## src/rtl/shift_cmd_fifo.sv

```systemverilog
// First-word-fall-through command FIFO feeding the barrel shifter's a/amt/lr inputs.
// The head entry is presented combinationally from storage; handshake flags derive from registered occupancy only.
module shift_cmd_fifo #(
  parameter int unsigned N         = 3,
  parameter int unsigned DEPTH_LOG = 2
) (
  input  logic                   clk,
  input  logic                   reset,
  input  logic                   flush,
  input  logic                   in_valid,
  output logic                   in_ready,
  input  logic [(2**N)-1:0]      in_a,
  input  logic [N-1:0]           in_amt,
  input  logic                   in_lr,
  output logic                   out_valid,
  input  logic                   out_ready,
  output logic [(2**N)-1:0]      a,
  output logic [N-1:0]           amt,
  output logic                   lr,
  output logic [DEPTH_LOG:0]     count,
  output logic                   full,
  output logic                   empty
);

  localparam int unsigned W     = 2**N;
  localparam int unsigned DEPTH = 2**DEPTH_LOG;
  localparam int unsigned PW    = DEPTH_LOG;
  localparam int unsigned CW    = DEPTH_LOG + 1;

  typedef struct packed {
    logic [W-1:0] a;
    logic [N-1:0] amt;
    logic         lr;
  } cmd_t;

  cmd_t          mem_q [DEPTH];
  logic [PW-1:0] wr_ptr_q, wr_ptr_d;
  logic [PW-1:0] rd_ptr_q, rd_ptr_d;
  logic [CW-1:0] count_q, count_d;
  logic          push;
  logic          pop;
  cmd_t          head;
  cmd_t          in_cmd;

  assign full      = (count_q == CW'(DEPTH));
  assign empty     = (count_q == '0);
  assign in_ready  = !full;
  assign out_valid = !empty;
  assign count     = count_q;

  assign push   = in_valid && !full;
  assign pop    = !empty && out_ready;
  assign in_cmd = '{a: in_a, amt: in_amt, lr: in_lr};

  // Flush outranks any concurrent push or pop.
  always_comb begin
    wr_ptr_d = wr_ptr_q;
    rd_ptr_d = rd_ptr_q;
    count_d  = count_q;
    if (flush) begin
      wr_ptr_d = '0;
      rd_ptr_d = '0;
      count_d  = '0;
    end else begin
      if (push) wr_ptr_d = wr_ptr_q + PW'(1);
      if (pop)  rd_ptr_d = rd_ptr_q + PW'(1);
      case ({push, pop})
        2'b10:   count_d = count_q + CW'(1);
        2'b01:   count_d = count_q - CW'(1);
        default: count_d = count_q;
      endcase
    end
  end

  always_ff @(posedge clk or posedge reset) begin
    if (reset) begin
      wr_ptr_q <= '0;
      rd_ptr_q <= '0;
      count_q  <= '0;
    end else begin
      wr_ptr_q <= wr_ptr_d;
      rd_ptr_q <= rd_ptr_d;
      count_q  <= count_d;
    end
  end

  // Storage is deliberately left out of reset and flush.
  always_ff @(posedge clk) begin
    if (push && !flush) mem_q[wr_ptr_q] <= in_cmd;
  end

  assign head = mem_q[rd_ptr_q];
  assign a    = empty ? '0 : head.a;
  assign amt  = empty ? '0 : head.amt;
  assign lr   = empty ? 1'b0 : head.lr;

endmodule

```

## config.mk

```make
export PLATFORM = sky130hd
export DESIGN_NAME = shift_cmd_fifo
export DESIGN_NICKNAME = d
export VERILOG_FILES = /design/src/rtl/shift_cmd_fifo.sv
export SDC_FILE = /design/constraint.sdc
export NUM_CORES = 1
export LEC_CHECK = 0
export CAP_MARGIN = 20
export CORE_MARGIN = 2
export CORE_UTILIZATION = 48
export DETAILED_ROUTE_END_ITERATION = 10
export PLACE_DENSITY = 0.82
export SYNTH_ARGS = -nofsm -noshare
export SYNTH_HDL_FRONTEND = slang
export SYNTH_SLANG_ARGS = --single-unit
```

## constraint.sdc

```tcl
create_clock -name clk -period 2.05 [get_ports clk]
set_clock_uncertainty 0.1 [all_clocks]
set_input_delay 0.41 -clock clk [delete_from_list [all_inputs] [get_ports clk]]
set_output_delay 0.41 -clock clk [all_outputs]
set_load 0.05 [all_outputs]
```

==> flow_summary_export.csv <==
group,metric,value,unit
clock_network,clockBufferDepth,2,
timing,fin_crit_sh,1.07,
routing,vias,1428,
outcome,violations,"negative setup slack",
grt,grt_max_degree,16,
worst_setup_path,crit_family,"multiplexers",
synthesis,synth_area_leaders,"edfxtp_1, mux4_2, dfrtp_1",
hold_path,hp-class,"in2async",
synthesis,yosys.area.top_type_share,0.606,
placement,place_hpwl,3050,um
placement,placed_cell_area,2930,um^2
clock_network,cts_tree,"done",
synthesis,async_flop_share,0.127,
worst_setup_path,end_kind,"output port",
timing,rsz0062_at_grt,"yes",
grt,grt_pass1_wl,7130,um
worst_setup_path,r2r-start,"count[0]",
synthesis,ys.flop_type,"edfxtp_1",
routing,routedWlPerCell,17.3,um
worst_setup_path,crit_arrival,1.69,ns
final_layout,stdcell_area,3280,um^2
timing,setup_viol,14,
worst_setup_path,start_kind,"flip-flop",
synthesis,synthesis.area,2380,um^2
grt,antenna_found_initial,0,
placement,gp_congestion,0.730,
clock_network,clock-root-buffer,"clkbuf_8",
synthesis,yosysTopAreaCell,"edfxtp_1",
routing,drt_wl_total,4600,um
synthesis,synth_edf_count,48,
synthesis,synth_fp_nets,164,
routing,via_per_inst,5.37,
routing,drtPass1Iterations,4,
power,p_total,0.00323,W
clock_network,h-tree-depth,2,
synthesis,synth_seq_cells,55,
worst_setup_path,cp_num_buf_inv,2,
timing,fmax,0.455,GHz
synthesis,yosysUniqueCellTypes,33,
timing,final_max_slew_viol_count,0,
worst_setup_path,r2r_end,"count[1]",
synthesis,avgSynthCellArea,16.8,um^2
floorplan,die_y,74.4,um
final_layout,diodes,0,
grt,grt_use_total,0.180,
synthesis,synth_common_cells,"edfxtp_1, and2_1, mux4_2",
outcome,outcome,"complete, but fails checks",
final_layout,nets,221,
floorplan,initial_core_util,0.501,
power,powerDensity,983,nW/um^2
final_layout,area_growth,38.0,%
synthesis,yosysSeqAreaShare,0.679,
worst_setup_path,cpPeakStageDelay,0.51,ns
worst_setup_path,regToRegSetupSlack,-0.07,ns
floorplan,ios,36,
routing,remaining_drc_errors,0,
clock_network,cts_sinks,55,
timing,setup_slack,-0.148,ns
synthesis,synthCells,142,
floorplan,core_area,4750,um^2
worst_setup_path,cp_common_cell,"buf_8",
worst_setup_path,path_cells,"buf_8 -> mux4_2 -> and2_4 -> buf_8",
floorplan,die_area,5540,um^2
worst_setup_path,critPathSlowestCell,"mux4_2",
worst_setup_path,path_max_fanout,6,
timing,final.min_clock_period,2.20,ns
routing,antenna_left,0,
clock_network,clk-insertion-delay-late,0.30,ns
timing,hold_ws,0.262,ns
final_layout,drive_gt1_frac,0.447,
power,peakVddDrop,435,uV
floorplan,rows,25,
floorplan,die_width,74.4,um
worst_setup_path,critPathKind,"reg2out",
timing,worst_pin_slew,0.338,ns
grt,globalRouteOverflowTotal,0,
synthesis,yosys_warnings,0,
worst_setup_path,reg2reg_depth,6,
synthesis,yosysMostFrequentCell,"edfxtp_1",
clock_network,cts_hold_buf,0,
worst_setup_path,worstPathRequired,1.54,ns
power,p_leak,1.18,nW
placement,place_worst_setup_slack,-0.129,ns
timing,fin_setup_tns,-1.61,ns
grt,grt_pass1_vias,1429,
clock_network,clk_pin_slew,0.09,ns
timing,relSlewSlack,0.775,
routing,drtIter0Drc,81,
placement,io_buffer_count,35,
run,maxCapViolations,0,
clock_network,cts_buffers,5,
timing,hold_viol_final,0,
[where the power goes]
group	leakage, nW	internal, W	total (W)	switching [W]
Clock	0.0513	0.000358	0.000670	0.000312
Sequential	0.522	0.00127	0.00131	0.0000316
Combinational	0.609	0.000624	0.00125	0.000627
Total	1.18	0.00226	0.00323	0.000970
[routing by layer]
metal,up-vias,track usage,share of wire
li1,642,-,-
met1,735,0.212,0.40
met3,9,0.0501,0.054
met5,-,0,0
met4,0,0.0615,0.014
met2,42,0.320,0.53
[cells by family after synthesis]
kind of cell	count (synthesis)	synth area share
XOR/XNOR	4	0.0147
adder cells (fa/ha/maj)	5	0.0294
AO/OA/AOI/OAI	9	0.0252
multiplexers	13	0.118
buffers and inverters	13	0.0331
AND/OR/NAND/NOR	43	0.0999
flip-flops	55	0.679
[layout make-up]
| cell class | count | area, um^2 |
|---|---|---|
| inverters | 5 | 23.8 |
| clock buffers | 6 | 72.6 |
| well taps | 67 | 83.8 |
| repair buffers | 58 | 703 |
| clock inverters | 1 | 30.0 |
| multi-input cells | 74 | 744 |
| fillers | 340 | 1470 |
| flip-flops and latches | 55 | 1630 |
[placed cells by master, fill, tap and decap left out, drive strengths merged]
master / count
o21bai: 1
mux2: 1
dfrtp: 7
o21ai: 3
a21oi: 2
bufinv: 1
clkinv: 1
nor3: 2
and3: 1
nand2: 6
buf: 42
a41oi: 1
nor2: 8
edfxtp: 48
xor2: 2
ha: 4
or3b: 2
clkbuf: 6
nand3: 4
xnor2: 2
or3: 2
nand2b: 1
a31oi: 1
clkdlybuf4s50: 16
inv: 4
mux4: 12
nand3b: 1
and2: 16
o221ai: 1
fa: 1
[sequential cells by signal (all words and copies together), names as in the netlist]
signal	count
mem_q	48
count	3
rd_ptr_q	2
wr_ptr_q	2
[worst max-delay path by stage]
| stage | startpoint | to | slack, ns | cells past startpoint |
|---|---|---|---|---|
| final | rd_ptr_q[0] | a[3] | -0.15 | 4 |
| after global routing | rd_ptr_q[0] | amt[1] | -0.19 | 4 |
| after CTS | rd_ptr_q[0] | a[2] | -0.20 | 4 |
| after detailed placement | in_valid | count[1] | -0.13 | 6 |
| after global placement | in_valid | count[1] | -0.05 | 6 |
| after floorplan | count[0] | count[1] | -0.11 | 6 |
[timing repair]
action,CTS,global route
pin swaps,12,3
hold endpoints to repair,0,0
buffers inserted,5,2
resized for setup,36,12
cloned,1,0
setup endpoints to repair,16,18
[metrics by stage]
step,util,instances
2_1_floorplan,-,142
3_3_place_gp,0.617,251
3_5_place_dp,0.617,251
4_1_cts,0.678,264
5_1_grt,0.691,266
6_report,0.691,266
Note: power is estimated with default switching activity, not from simulation.
